### src/rtl/fpu_pkg.sv
// rtl/fpu_pkg.sv - shared FPU types and constants for the significand multiplier
package fpu_pkg;

    localparam int FP16_FRACW = 10;

    typedef enum logic [1:0] {
        MUL_IDLE,
        MUL_BUSY,
        MUL_DONE
    } mul_state_t;

    // Number of iterations needed to retire all multiplier bits.
    function automatic int mul_iters(input int width, input int bpc);
        return width / bpc;
    endfunction

endpackage

### src/rtl/fpu_seq_multiplier_if.sv
// rtl/fpu_seq_multiplier_if.sv - operand/product handshake bundle for fpu_seq_multiplier
interface fpu_seq_multiplier_if #(
    parameter int WIDTH = 11
);
    logic                   inValid;
    logic                   inReady;
    logic                   isSigned;
    logic [WIDTH-1:0]       mulIn1;
    logic [WIDTH-1:0]       mulIn2;
    logic                   outValid;
    logic                   outReady;
    logic [2*WIDTH-1:0]     mulOut;

    modport master (
        output inValid, isSigned, mulIn1, mulIn2, outReady,
        input  inReady, outValid, mulOut
    );

    modport slave (
        input  inValid, isSigned, mulIn1, mulIn2, outReady,
        output inReady, outValid, mulOut
    );
endinterface

### src/rtl/fpu_mul_partial.sv
// rtl/fpu_mul_partial.sv - combinational magnitude x BPC-bit digit partial product
module fpu_mul_partial #(
    parameter int WIDTH = 11,
    parameter int BPC   = 1
) (
    input  logic [WIDTH-1:0]     mag_i,
    input  logic [BPC-1:0]       digit_i,
    output logic [WIDTH+BPC-1:0] partial_o
);
    assign partial_o = {{BPC{1'b0}}, mag_i} * {{WIDTH{1'b0}}, digit_i};
endmodule

### src/rtl/fpu_seq_multiplier.sv
// rtl/fpu_seq_multiplier.sv - sequential radix-2^BPC shift-add significand multiplier
module fpu_seq_multiplier
    import fpu_pkg::*;
#(
    parameter int WIDTH = FP16_FRACW + 1,
    parameter int BPC   = 1
) (
    input  logic                  clock,
    input  logic                  reset,
    input  logic                  flush,
    fpu_seq_multiplier_if.slave   bus
);
    localparam int N  = mul_iters(WIDTH, BPC);
    localparam int CW = $clog2(N) + 1;
    localparam int AW = 2 * WIDTH;
    localparam int PW = WIDTH + BPC;

    if ((WIDTH % BPC) != 0) begin : g_bad_bpc
        $error("fpu_seq_multiplier: BPC must divide WIDTH");
    end

    mul_state_t       state_q, state_d;
    logic [CW-1:0]    cnt_q, cnt_d;
    logic [WIDTH-1:0] mag1_q, mag1_d;
    logic [WIDTH-1:0] mul_q, mul_d;
    logic             sign_q, sign_d;
    logic [AW-1:0]    acc_q, acc_d;
    logic [AW-1:0]    out_q, out_d;
    logic [PW-1:0]    partial;
    logic [AW-1:0]    acc_sum;

    fpu_mul_partial #(
        .WIDTH (WIDTH),
        .BPC   (BPC)
    ) u_partial (
        .mag_i     (mag1_q),
        .digit_i   (mul_q[BPC-1:0]),
        .partial_o (partial)
    );

    assign acc_sum = acc_q + (AW'(partial) << (int'(cnt_q) * BPC));

    always_comb begin
        state_d = state_q;
        cnt_d   = cnt_q;
        mag1_d  = mag1_q;
        mul_d   = mul_q;
        sign_d  = sign_q;
        acc_d   = acc_q;
        out_d   = out_q;
        unique case (state_q)
            MUL_IDLE: begin
                if (bus.inValid) begin
                    state_d = MUL_BUSY;
                    mag1_d  = (bus.isSigned && bus.mulIn1[WIDTH-1]) ? -bus.mulIn1 : bus.mulIn1;
                    mul_d   = (bus.isSigned && bus.mulIn2[WIDTH-1]) ? -bus.mulIn2 : bus.mulIn2;
                    sign_d  = bus.isSigned & (bus.mulIn1[WIDTH-1] ^ bus.mulIn2[WIDTH-1]);
                    acc_d   = '0;
                    cnt_d   = '0;
                end
            end
            MUL_BUSY: begin
                acc_d = acc_sum;
                mul_d = mul_q >> BPC;
                cnt_d = cnt_q + CW'(1);
                if (cnt_q == CW'(N - 1)) begin
                    state_d = MUL_DONE;
                    cnt_d   = '0;
                    out_d   = sign_q ? -acc_sum : acc_sum;
                end
            end
            MUL_DONE: begin
                if (bus.outReady) begin
                    state_d = MUL_IDLE;
                end
            end
            default: state_d = MUL_IDLE;
        endcase
        // Flush wins over any accept or completion in the same cycle and keeps the last product.
        if (flush) begin
            state_d = MUL_IDLE;
            cnt_d   = '0;
            out_d   = out_q;
        end
    end

    always_ff @(posedge clock) begin
        if (!reset) begin
            state_q <= MUL_IDLE;
            cnt_q   <= '0;
            mag1_q  <= '0;
            mul_q   <= '0;
            sign_q  <= 1'b0;
            acc_q   <= '0;
            out_q   <= '0;
        end else begin
            state_q <= state_d;
            cnt_q   <= cnt_d;
            mag1_q  <= mag1_d;
            mul_q   <= mul_d;
            sign_q  <= sign_d;
            acc_q   <= acc_d;
            out_q   <= out_d;
        end
    end

    assign bus.inReady  = (state_q == MUL_IDLE);
    assign bus.outValid = (state_q == MUL_DONE);
    assign bus.mulOut   = out_q;

endmodule
### src/flat_wrapper.sv
// flat-port wrapper written by rule: the top's interface ports become plain ports
module fpu_seq_multiplier_flat import fpu_pkg::*;
#(
    parameter int WIDTH = FP16_FRACW + 1,
    parameter int BPC   = 1
)
  (clock, reset, flush, bus_inValid, bus_isSigned, bus_mulIn1, bus_mulIn2, bus_outReady, bus_inReady, bus_outValid, bus_mulOut);
  fpu_seq_multiplier_if #(.WIDTH(WIDTH)) bus_i ();
  input  logic clock;
  input  logic reset;
  input  logic flush;
  input wire logic [$bits(bus_i.inValid)-1:0] bus_inValid;
  input wire logic [$bits(bus_i.isSigned)-1:0] bus_isSigned;
  input wire logic [$bits(bus_i.mulIn1)-1:0] bus_mulIn1;
  input wire logic [$bits(bus_i.mulIn2)-1:0] bus_mulIn2;
  input wire logic [$bits(bus_i.outReady)-1:0] bus_outReady;
  output wire logic [$bits(bus_i.inReady)-1:0] bus_inReady;
  output wire logic [$bits(bus_i.outValid)-1:0] bus_outValid;
  output wire logic [$bits(bus_i.mulOut)-1:0] bus_mulOut;
  assign bus_i.inValid = bus_inValid;
  assign bus_i.isSigned = bus_isSigned;
  assign bus_i.mulIn1 = bus_mulIn1;
  assign bus_i.mulIn2 = bus_mulIn2;
  assign bus_i.outReady = bus_outReady;
  assign bus_inReady = bus_i.inReady;
  assign bus_outValid = bus_i.outValid;
  assign bus_mulOut = bus_i.mulOut;
  fpu_seq_multiplier #(.WIDTH(WIDTH), .BPC(BPC)) u_core (.clock(clock), .reset(reset), .flush(flush), .bus(bus_i));
endmodule
### config.mk
export PLATFORM = sky130hd
export DESIGN_NAME = fpu_seq_multiplier_flat
export DESIGN_NICKNAME = d
export VERILOG_FILES = /design/src/rtl/fpu_pkg.sv /design/src/rtl/fpu_seq_multiplier_if.sv /design/src/rtl/fpu_mul_partial.sv /design/src/rtl/fpu_seq_multiplier.sv /design/src/flat_wrapper.sv
export SDC_FILE = /design/constraint.sdc
export NUM_CORES = 1
export LEC_CHECK = 0
export BUFFER_PORTS_ARGS = -buffer_cell sky130_fd_sc_hd__buf_2
export CAP_MARGIN = 0
export CORE_MARGIN = 2
export CORE_UTILIZATION = 65
export DETAILED_ROUTE_END_ITERATION = 7
export GPL_TIMING_DRIVEN = 0
export PLACE_DENSITY = 0.87
export SLEW_MARGIN = 20
export SYNTH_ARGS = -nofsm -noshare
export SYNTH_HDL_FRONTEND = slang
export SYNTH_HIERARCHICAL = 1
export SYNTH_SLANG_ARGS = --single-unit
### constraint.sdc
create_clock -name clock -period 12.6 [get_ports clock]
set_clock_uncertainty 0.1 [all_clocks]
set_input_delay 2.52 -clock clock [delete_from_list [all_inputs] [get_ports clock]]
set_output_delay 2.52 -clock clock [all_outputs]
set_load 0.02 [all_outputs]
After elaboration in Yosys (flattened, before gate mapping)
Cells that the tools add are included.
- add/subtract/negate cells: 5
- multiplexer cells: 14
- equal/unequal tests: 6
- reductions and logical operators: 9
- bitwise operators: 4
- multipliers: 1
- shifts and indexed selects: 1
- operators by type and width (kind ; number):
    two-way mux 22 bit ; 2
    case mux 22 bit (2 select lines) ; 1
    two-way mux 11 bit ; 3
    adder 22 bit ; 1
    negation 11 bit ; 2
    negation 22 bit ; 1
    case mux 11 bit (2 select lines) ; 1
    << shifter 12 x 5 -> 22 bit ; 1
    multiplier 11 x 1 -> 12 bit ; 1
    two-way mux 5 bit ; 2
    case mux 5 bit (2 select lines) ; 1
    two-way mux 2 bit ; 3
    case mux 2 bit (3 select lines) ; 1
    AND reduction 3 bit ; 2
    adder 5 x 1 -> 5 bit (second input constant) ; 1
    equality test 5 x 4 -> 1 bit (second input constant) ; 1
    != test 2 bit (second input constant) ; 2
    AND reduction 2 bit ; 2
    equality test 2 x 1 -> 1 bit (second input constant) ; 1
    equality test 2 bit (second input constant) ; 1
    logical AND 1 bit ; 2
    logical NOT 2 bit ; 1
    != test 2 x 1 -> 1 bit (second input constant) ; 1
    inverter 1 bit ; 2
    4 further kinds ; 4
- input port bits: 28
- output and inout port bits: 24
- word-level logic and storage cells: 47
- register bits after elaboration: 74

Longest topological paths before layout
Gate-level depths: netlist (run 1).
- depth after elaboration: 5
- gate-level depth with buffers: 20
- depth with buffers taken out: 18

By module
Netlist (run 1), hierarchy kept.
- by module, submodules not included (module ; seq. area each (µm²) ; instances ; area each (µm²) ; cells an instance):
    fpu_seq_multiplier ; 1481.4 ; 1 ; 5705.5 ; 764
    fpu_mul_partial ; 0.0 ; 1 ; 91.3 ; 14

Worst setup path before layout (run 1)
No wires, ideal clock.
- path type: register to register
- start: register u_core.cnt_q[1]
- end: register u_core.out_q[21] (netlist: u_core/bus.mulOut[21])
- stages on the path, launching flop included: 17
- path slack: 8.095 ns
- path buffers: 3
- arrival time: 4.318 ns
- data required time: 12.414 ns
- period minus slack after synthesis: 4.505 ns
- library setup time: 0.086 ns
- path through: dfxtp_1 > clkbuf_1 > buf_1 > clkbuf_1 > nand3b_1 > o21ai_0 > mux2i_1 > nor2_1 > ha_1 > a21oi_1 > o22ai_1 > or3_4 > or4_1 > or3_4 > o21ai_1 > nand3_1 > a221oi_2
- longest elaborated chain between the ends: 4
- elaborated cells on any way between the ends: 6
- classes of those cells: add/sub: 2; eq/ne: 1; shift: 1; mux: 1; reduce/logical: 1
- ends and longest elaborated chain (what ; RTL line ; text):
    start: declaration ; fpu_seq_multiplier.sv:23 ; logic [CW-1:0] cnt_q, cnt_d;
    start signal: assignment ; fpu_seq_multiplier.sv:98 ; cnt_q <= cnt_d;
    << shifter 12 x 5 -> 22 bit ; fpu_seq_multiplier.sv:41 ; assign acc_sum = acc_q + (AW'(partial) << (int'(cnt_q) * BPC));
    adder 22 bit ; fpu_seq_multiplier.sv:41 ;
    negation 22 bit ; fpu_seq_multiplier.sv:69 ; out_d = sign_q ? -acc_sum : acc_sum;
    two-way mux 22 bit ; fpu_seq_multiplier.sv:69 ;
    end signal: assignment ; fpu_seq_multiplier.sv:103 ; out_q <= out_d;
    end: declaration ; fpu_seq_multiplier.sv:28 ; logic [AW-1:0] out_q, out_d;
Several ways; a longest one is shown, not always the timed one.
A chain may end at the register's enable or synchronous reset.

Worst setup path after layout (run 1)
Same ends and word-level chain as after synthesis.

==> reports/summary.txt, run 1 <==
outcome: finished clean
Avg Inst Size Synth: 7.45 um2
post-route minimum period: 5.76 ns
clock sink count: 74
EDFF count, synth: 0
crit end category: register
antenna cells: 0
top sig layer: met4
hpwl dp: 13.4 mm
IO Count: 52
synthesized net count: 833
Die H: 98.4 um
die area: 9690 um2
CP Class: reg2reg
Mapped Cells: 778
Max-slew headroom: 41.4%
synthesis-to-finish area growth: 10.3%
share of cells above drive strength 1: 11.7%
pre-CTS setup slack: 7.00 ns
setup TNS: 0 ns
largest net degree at the start of global routing: 14
Row Count: 34
fmax: 174 MHz
FFs w/ async S/R, synth: 0%
clock root cell: clkbuf_8
Placer Congestion: 0.993
Synth Flop Type: dfxtp_1
Total Power: 0.535 mW
CTS Hold Buffers Added: 0
cts repair resizes: 0
Ys Warns: 6
number of global-route vias before repair: 5,952
Pre-antenna DRT Iters: 5
worst min-delay path class: reg2reg
RSZ-0062 raised after global routing: no
drt wl/cell: 18.2 um
clk buf depth: 2
CP arrival: 5.93 ns
Post-route DRC: 0
total track usage: 35.7%
grt ovf: 0
Crit-path slowest cell: a2111oi_0
PD cells: 83.6 nW/um2
CORE AREA: 8680 um2
cell taking the most area after synthesis: dfxtp_1
Detail Route Antenna Nets: 0
largest cells by area after synthesis: dfxtp_1 (26%), nor2_1 (6.2%), a21oi_1 (5.9%), ha_1 (5.6%), nand2_1 (5.3%)
initial antenna violation count: 0
number of synthesized register bits: 74
First DRT Iteration DRCs: 401
Setup WS post-layout: 6.84 ns
CP startpoint kind: register
cell area after synthesis: 5800 um2
Routed met2 length: 8.27 mm
P_leak: 2.58 nW
sequential share of the synthesized area: 25.6%
via/cell ratio: 6.47
M1 WL: 6.80 mm
routed wire length: 17.3 mm
vias after detailed routing: 6,149
Cell Chain, Critical Path: clkbuf_1 -> buf_1 -> clkbuf_1 -> nand3b_1 -> o21ai_0 -> mux2i_1 -> nor2_1 -> ha_1 -> o21a_1 -> o211ai_1 -> a211oi_2 -> nor3_1 -> a2111oi_0 -> o21ai_0 -> and2_1 -> o31a_1 -> a221oi_2
Final period util: 45.7%
Critical Path Max Stage Delay: 0.78 ns
Die X: 98.4 um
WL met3: 1.38 mm
CTS Buf Count: 9
Max VDD drop: 0.0000518 V
Clock Latency Late Sink: 0.36 ns
largest fanout on the critical path: 10
Net count, final: 893
Starting Density: 66.8%
Worst-Margin Slew: 0.857 ns
Final Hold Vio Count: 0
WP data required: 12.77 ns
Final Setup Violations: 0
CTS HTree Levels: 3
first-pass GRT wire length: 28.2 mm
Pins Over Slew Limit: 0
CTS tree: built
post-synthesis cell type count: 75
I/O Buffers: 49
clock slew at the register clock pins of the worst setup and hold paths: 0.08 ns
top-area cell type share of the netlist area: 25.6%
MaxCap Viol Count: 0
number of setup buffers added after CTS: 0
==> cells by family (layout without fill, tap and decap cells) <==
logic type / after synthesis / in the layout / share of synthesized area, %
flip-flops: 74 / 74 / 25.6
XOR/XNOR: 42 / 42 / 6.35
other: 1 / 1 / 0.0647
adder cells (fa/ha/maj): 27 / 27 / 5.96
AND/OR/NAND/NOR: 308 / 308 / 25.1
multiplexers: 26 / 26 / 5.05
AO/OA/AOI/OAI: 229 / 229 / 27.0
buffers and inverters: 71 / 136 / 4.90
==> power by group <==
| part | total [mW] | internal, mW | switching, mW |
|---|---|---|---|
| registers | 0.244 | 0.240 | 0.00389 |
| logic | 0.0841 | 0.0295 | 0.0547 |
| clock network | 0.207 | 0.112 | 0.0948 |
==> flip-flops by register name, summed over array words and instances, names as in the netlist <==
| signal | count |
|---|---|
| u_core/sign_q | 1 |
| u_core/mag1_q | 11 |
| u_core/mul_q | 11 |
| u_core/cnt_q | 5 |
| u_core/acc_q | 22 |
| u_core/state_q | 2 |
| u_core/bus.mulOut | 22 |
==> area by class of cell <==
| class | count | area [um2] |
|---|---|---|
| Multi-Input combinational cell | 633 | 4030 |
| Fill cell | 695 | 2280 |
| Sequential cell | 74 | 1480 |
| Timing Repair Buffer | 49 | 245 |
| Buffer | 50 | 205 |
| Tap cell | 108 | 135 |
| Clock buffer | 10 | 128 |
| Clock inverter | 6 | 88.8 |
| Inverter | 21 | 78.8 |
==> cell usage after synthesis (4+ instances only) <==
master / count
buf_1: 8
o31ai_1: 6
and2_1: 21
a31oi_1: 7
a21o_1: 7
a21oi_1: 68
clkbuf_1: 37
xor2_1: 23
or2_2: 6
nand4_1: 7
o22ai_1: 7
o21bai_1: 5
inv_1: 19
nor4_1: 5
o21ai_0: 32
nand2_1: 82
xnor2_1: 19
mux2i_1: 18
nand2b_1: 9
nor2b_1: 7
o21a_1: 9
nor2_1: 95
a211o_1: 4
or3_1: 7
mux2_2: 6
a211oi_1: 23
dfxtp_1: 74
o211ai_1: 5
ha_1: 26
nand3_1: 36
or4_1: 5
a22oi_1: 16
nor3_1: 15
==> critical path, delay by kind of cell (launching register included) <==
family | cells | cell delay, ns
multiplexers | 1 | 0.34
AO/OA/AOI/OAI | 8 | 2.53
flip-flops | 1 | 0.37
buffers and inverters | 3 | 1.24
adder cells (fa/ha/maj) | 1 | 0.41
AND/OR/NAND/NOR | 4 | 0.69
==> layout by cell type, fill, tap and decap left out, types with 3 or more instances in the layout <==
cell / Yosys / final
nand2_1: 82 / 82
a31oi_1: 7 / 7
clkbuf_1: 37 / 38
o31a_1: 3 / 3
nor2b_1: 7 / 7
o21bai_1: 5 / 5
buf_1: 8 / 8
and2_1: 21 / 21
clkbuf_8: 0 / 9
mux2_2: 6 / 6
a22oi_1: 16 / 16
o211a_1: 3 / 3
or2_2: 6 / 6
inv_1: 19 / 19
dfxtp_1: 74 / 74
o211ai_1: 5 / 5
o22ai_1: 7 / 7
a221oi_1: 3 / 3
mux2i_1: 18 / 18
xnor2_1: 19 / 19
o311ai_0: 3 / 3
o21ai_0: 32 / 32
a211oi_1: 23 / 23
buf_2: 2 / 51
ha_1: 26 / 26
nand2b_1: 9 / 9
nand3_1: 36 / 36
nand4_1: 7 / 7
xor2_1: 23 / 23
or3_1: 7 / 7
a21oi_1: 68 / 68
nor3_1: 15 / 15
a211o_1: 4 / 4
a21o_1: 7 / 7
o31ai_1: 6 / 6
nor4_1: 5 / 5
nor2_1: 95 / 95
or4_1: 5 / 5
o21a_1: 9 / 9
==> layer usage <==
layer / vias up / GRT usage, %
met3: 62 / 5.11
met2: 316 / 61.0
met5: - / 0
li1: 2926 / -
met1: 2845 / 44.2
met4: 0 / 17.2
==> worst paths after layout <==
kind / from / depth (start not counted) / end / slack [ns]
setup / recovery: u_core/cnt_q[1] / 17 / u_core/bus.mulOut[21] / 6.84
hold / removal: u_core/mag1_q[7] / 2 / u_core/mag1_q[7] / 0.35
setup reg to reg: u_core/cnt_q[1] / 17 / u_core/bus.mulOut[21] / 6.84
hold reg to reg: u_core/mag1_q[7] / 2 / u_core/mag1_q[7] / 0.35
==> through the flow <==
stage          hold slack, ns  instance area [um2]  std cells  utilization, %
2_1_floorplan           0.327                 5800        778               -
3_3_place_gp            0.341                 6180        935            71.2
4_1_cts                 0.351                 6390        951            73.7
6_report                0.348                 6390        951            73.7
5_1_grt                 0.380                 6390        951            73.7
3_5_place_dp            0.341                 6180        935            71.2
Power figures use the tool's default switching activity.
==> run 2: changes to the inputs <==
--- a/config.mk
+++ b/config.mk
@@ -5,13 +5,14 @@
 export SDC_FILE = /design/constraint.sdc
 export NUM_CORES = 1
 export LEC_CHECK = 0
+export ABC_AREA = 1
 export BUFFER_PORTS_ARGS = -buffer_cell sky130_fd_sc_hd__buf_2
 export CAP_MARGIN = 0
 export CORE_MARGIN = 2
-export CORE_UTILIZATION = 65
+export CORE_UTILIZATION = 55
 export DETAILED_ROUTE_END_ITERATION = 7
 export GPL_TIMING_DRIVEN = 0
-export PLACE_DENSITY = 0.87
+export PLACE_DENSITY = 0.78
 export SLEW_MARGIN = 20
 export SYNTH_ARGS = -nofsm -noshare
 export SYNTH_HDL_FRONTEND = slang
==> constraint.sdc (replaced) <==
create_clock -name clock -period 4.65 [get_ports clock]
set_clock_uncertainty 0.1 [all_clocks]
set_input_delay 0.93 -clock clock [delete_from_list [all_inputs] [get_ports clock]]
set_output_delay 0.93 -clock clock [all_outputs]
set_load 0.02 [all_outputs]
==> reports/summary.txt, run 2 <==
clock slew at the register clock pins of the worst setup and hold paths: 0.08 ns (about the same)
number of setup buffers added after CTS: 0 (unchanged)
hpwl dp: 14.3 mm (was 13.4 mm)
synthesized net count: 1,103 (was 833)
most numerous cell in the Yosys netlist: nand2_1 (was nor2_1)
Hold Path Depth: 2 (unchanged)
Starting Density: 56.6% (was 66.8%)
Cell Chain, Critical Path: buf_2 -> clkbuf_1 -> nand2_1 -> a31oi_1 -> nand2_1 -> o21ai_0 -> ha_1 -> nand2_1 -> inv_1 -> nand2_1 -> inv_1 -> a21oi_1 -> nand2_1 -> nand2_1 -> nand2_2 -> nor2_2 -> inv_2 -> o21ai_4 -> xor2_1 -> a21oi_1 (was clkbuf_1 -> buf_1 -> clkbuf_1 -> nand3b_1 -> o21ai_0 -> mux2i_1 -> nor2_1 -> ha_1 -> o21a_1 -> o211ai_1 -> a211oi_2 -> nor3_1 -> a2111oi_0 -> o21ai_0 -> and2_1 -> o31a_1 -> a221oi_2)
RSZ-0062 raised after global routing: no (unchanged)
CTS Buf Count: 9 (unchanged)
number of global-route vias before repair: 6,090 (was 5,952)
CTS tree: built (unchanged)
post-synthesis cell type count: 46 (was 75)
design area: 6760 um2 (was 6390 um2)
clock root cell: clkbuf_8 (unchanged)
Placer Congestion: 0.985 (was 0.993)
Setup WS post-layout: 0.454 ns (was 6.84 ns)
sequential share of the synthesized area: 24.0% (was 25.6%)
CTS HTree Levels: 3 (unchanged)
clk buf depth: 2 (unchanged)
Pre-antenna DRT Iters: 6 (was 5)
Pins Over Slew Limit: 0 (unchanged)
most frequent cells in the layout: nand2_1 (330), inv_1 (132), a21oi_1 (86) (was nor2_1 (95), nand2_1 (82), dfxtp_1 (74))
Worst-Margin Slew: 0.727 ns (was 0.857 ns)
CORE AREA: 10,900 um2 (was 8680 um2)
WP data required: 4.78 ns (was 12.77 ns)
setup TNS: 0 ns (unchanged)
Ys Warns: 6 (unchanged)
grt ovf: 0 (unchanged)
pre-CTS setup slack: 0.620 ns (was 7.00 ns)
cell area after synthesis: 6170 um2 (was 5800 um2)
Critical Path Max Stage Delay: 0.45 ns (was 0.78 ns)
Row Count: 38 (was 34)
post-placement cell area: 6600 um2 (was 6180 um2)
MaxCap Viol Count: 0 (unchanged)
top-area cell type share of the netlist area: 24.0% (was 25.6%)
share of cells above drive strength 1: 12.4% (was 11.7%)
Commonest cells post-synth: nand2_1 (330), inv_1 (132), a21oi_1 (86) (was nor2_1 (95), nand2_1 (82), dfxtp_1 (74))
Final Setup Violations: 0 (unchanged)
P_leak: 3.42 nW (was 2.58 nW)
Avg Inst Size Synth: 5.88 um2 (was 7.45 um2)
Net count, final: 1,165 (was 893)
first-pass GRT wire length: 29.5 mm (was 28.2 mm)
antenna cells: 0 (unchanged)
die area: 12,100 um2 (was 9690 um2)
commonest non-fill, non-tap cell in the layout: nand2_1 (was nor2_1)
Crit-path slowest cell: o21ai_0 (was a2111oi_0)
CP arrival: 4.33 ns (was 5.93 ns)
routed wire length: 17.9 mm (was 17.3 mm)
Mapped Cells: 1,048 (was 778)
synthesis-to-finish area growth: 9.56% (was 10.3%)
fillcell total: 1,123 (was 695)
fmax: 238 MHz (was 174 MHz)
most frequent CP cell: nand2_1
Synth Flop Type: dfxtp_1 (unchanged)
post-route minimum period: 4.20 ns (was 5.76 ns)
crit end category: register (unchanged)
Die H: 110 um (was 98.4 um)
Total Power: 1.35 mW (was 0.535 mW)
Final Hold Vio Count: 0 (unchanged)
Die X: 110 um (was 98.4 um)
Final period util: 90.2% (was 45.7%)
PD cells: 199 nW/um2 (was 83.6 nW/um2)
cts repair resizes: 0 (unchanged)
I/O Buffers: 51 (was 49)
CTS Hold Buffers Added: 0 (unchanged)
clock sink count: 74 (unchanged)
Detail Route Antenna Nets: 0 (unchanged)
cell taking the most area after synthesis: dfxtp_1 (unchanged)
total track usage: 31.6% (was 35.7%)
largest cells by area after synthesis: dfxtp_1 (24%), nand2_1 (20%), inv_1 (8.0%), a21oi_1 (7.0%), nand3_1 (6.9%) (was dfxtp_1 (26%), nor2_1 (6.2%), a21oi_1 (5.9%), ha_1 (5.6%), nand2_1 (5.3%))
largest net degree at the start of global routing: 12 (was 14)
number of synthesized register bits: 74 (unchanged)
via/cell ratio: 5.43 (was 6.47)
Max VDD drop: 0.000143 V (was 0.0000518 V)
largest fanout on the critical path: 10 (unchanged)
worst min-delay path class: reg2reg (unchanged)
final core occ: 62.0% (was 73.7%)
EDFF count, synth: 0 (unchanged)
Multi-input gate area: 3980 um2 (was 4030 um2)
outcome: finished clean (unchanged)
FF-to-FF path depth: 20 (was 17)
Max-slew headroom: 51.3% (was 41.4%)
Clock Latency Late Sink: 0.37 ns (was 0.36 ns)
drt wl/cell: 14.3 um (was 18.2 um)
initial antenna violation count: 1 (was 0)
Seq. cell area: 1480 um2 (unchanged)
First DRT Iteration DRCs: 553 (was 401)
FFs w/ async S/R, synth: 0% (unchanged)
CP startpoint kind: register (unchanged)
Post-route DRC: 0 (unchanged)
vias after detailed routing: 6,799 (was 6,149)
CP Class: reg2reg (unchanged)
IO Count: 52 (unchanged)
## run 2: routing by layer
metal	up-vias	global-route usage [%]	part of all wire (%)
met3	36	6.05	7.7
met1	3014	44.7	47
met4	0	11.9	2.6
met5	-	0	0
li1	3501	-	-
met2	248	47.2	42
## run 2: final cells by class
cell class,count,area share [%]
timing repair buffer,51,3.78
clock buffer,11,2.09
multi-input combinational,796,59.0
tap,140,2.59
inverter,144,8.00
clock inverter,3,0.259
sequential,74,21.9
buffer,34,2.39
## run 2: critical path, delay by kind of cell (launching register included)
family          cells  cell delay [ns]
compound gates      5             1.24
xor+xnor            1             0.19
fa+ha+maj           1             0.40
buf+inv             5             0.75
flops               1             0.33
simple gates        8             1.04
## run 2: path summary, 6_finish.rpt
check | startpoint | to | slack, ns
setup / recovery | u_core/cnt_q[0] | u_core/bus.mulOut[15] | 0.45
hold / removal | u_core/acc_q[2] | u_core/acc_q[2] | 0.37
setup reg to reg | u_core/cnt_q[0] | u_core/bus.mulOut[15] | 0.45
hold reg to reg | u_core/acc_q[2] | u_core/acc_q[2] | 0.37
## run 2: kinds of logic (layout without fill, tap and decap cells)
family / count (synthesis) / after routing / synth area share (%)
AO/OA/AOI/OAI: 184 / 184 / 16.5
buffers and inverters: 178 / 243 / 11.4
other: 1 / 1 / 0.0608
adder cells (fa/ha/maj): 27 / 27 / 5.60
XOR/XNOR: 16 / 16 / 2.27
AND/OR/NAND/NOR: 567 / 567 / 40.0
multiplexers: 1 / 1 / 0.162
flip-flops: 74 / 74 / 24.0
## run 2: through the flow
step | cells | hold WS [ns]
6_report | 1253 | 0.368
5_1_grt | 1253 | 0.392
4_1_cts | 1253 | 0.369
3_5_place_dp | 1239 | 0.359
3_3_place_gp | 1239 | 0.357
2_1_floorplan | 1048 | 0.345
## run 2: power breakdown
part	total (mW)	internal, mW	switching, mW
Sequential	0.663	0.652	0.0112
Clock	0.443	0.201	0.243
Combinational	0.240	0.0783	0.161
Total	1.35	0.931	0.415
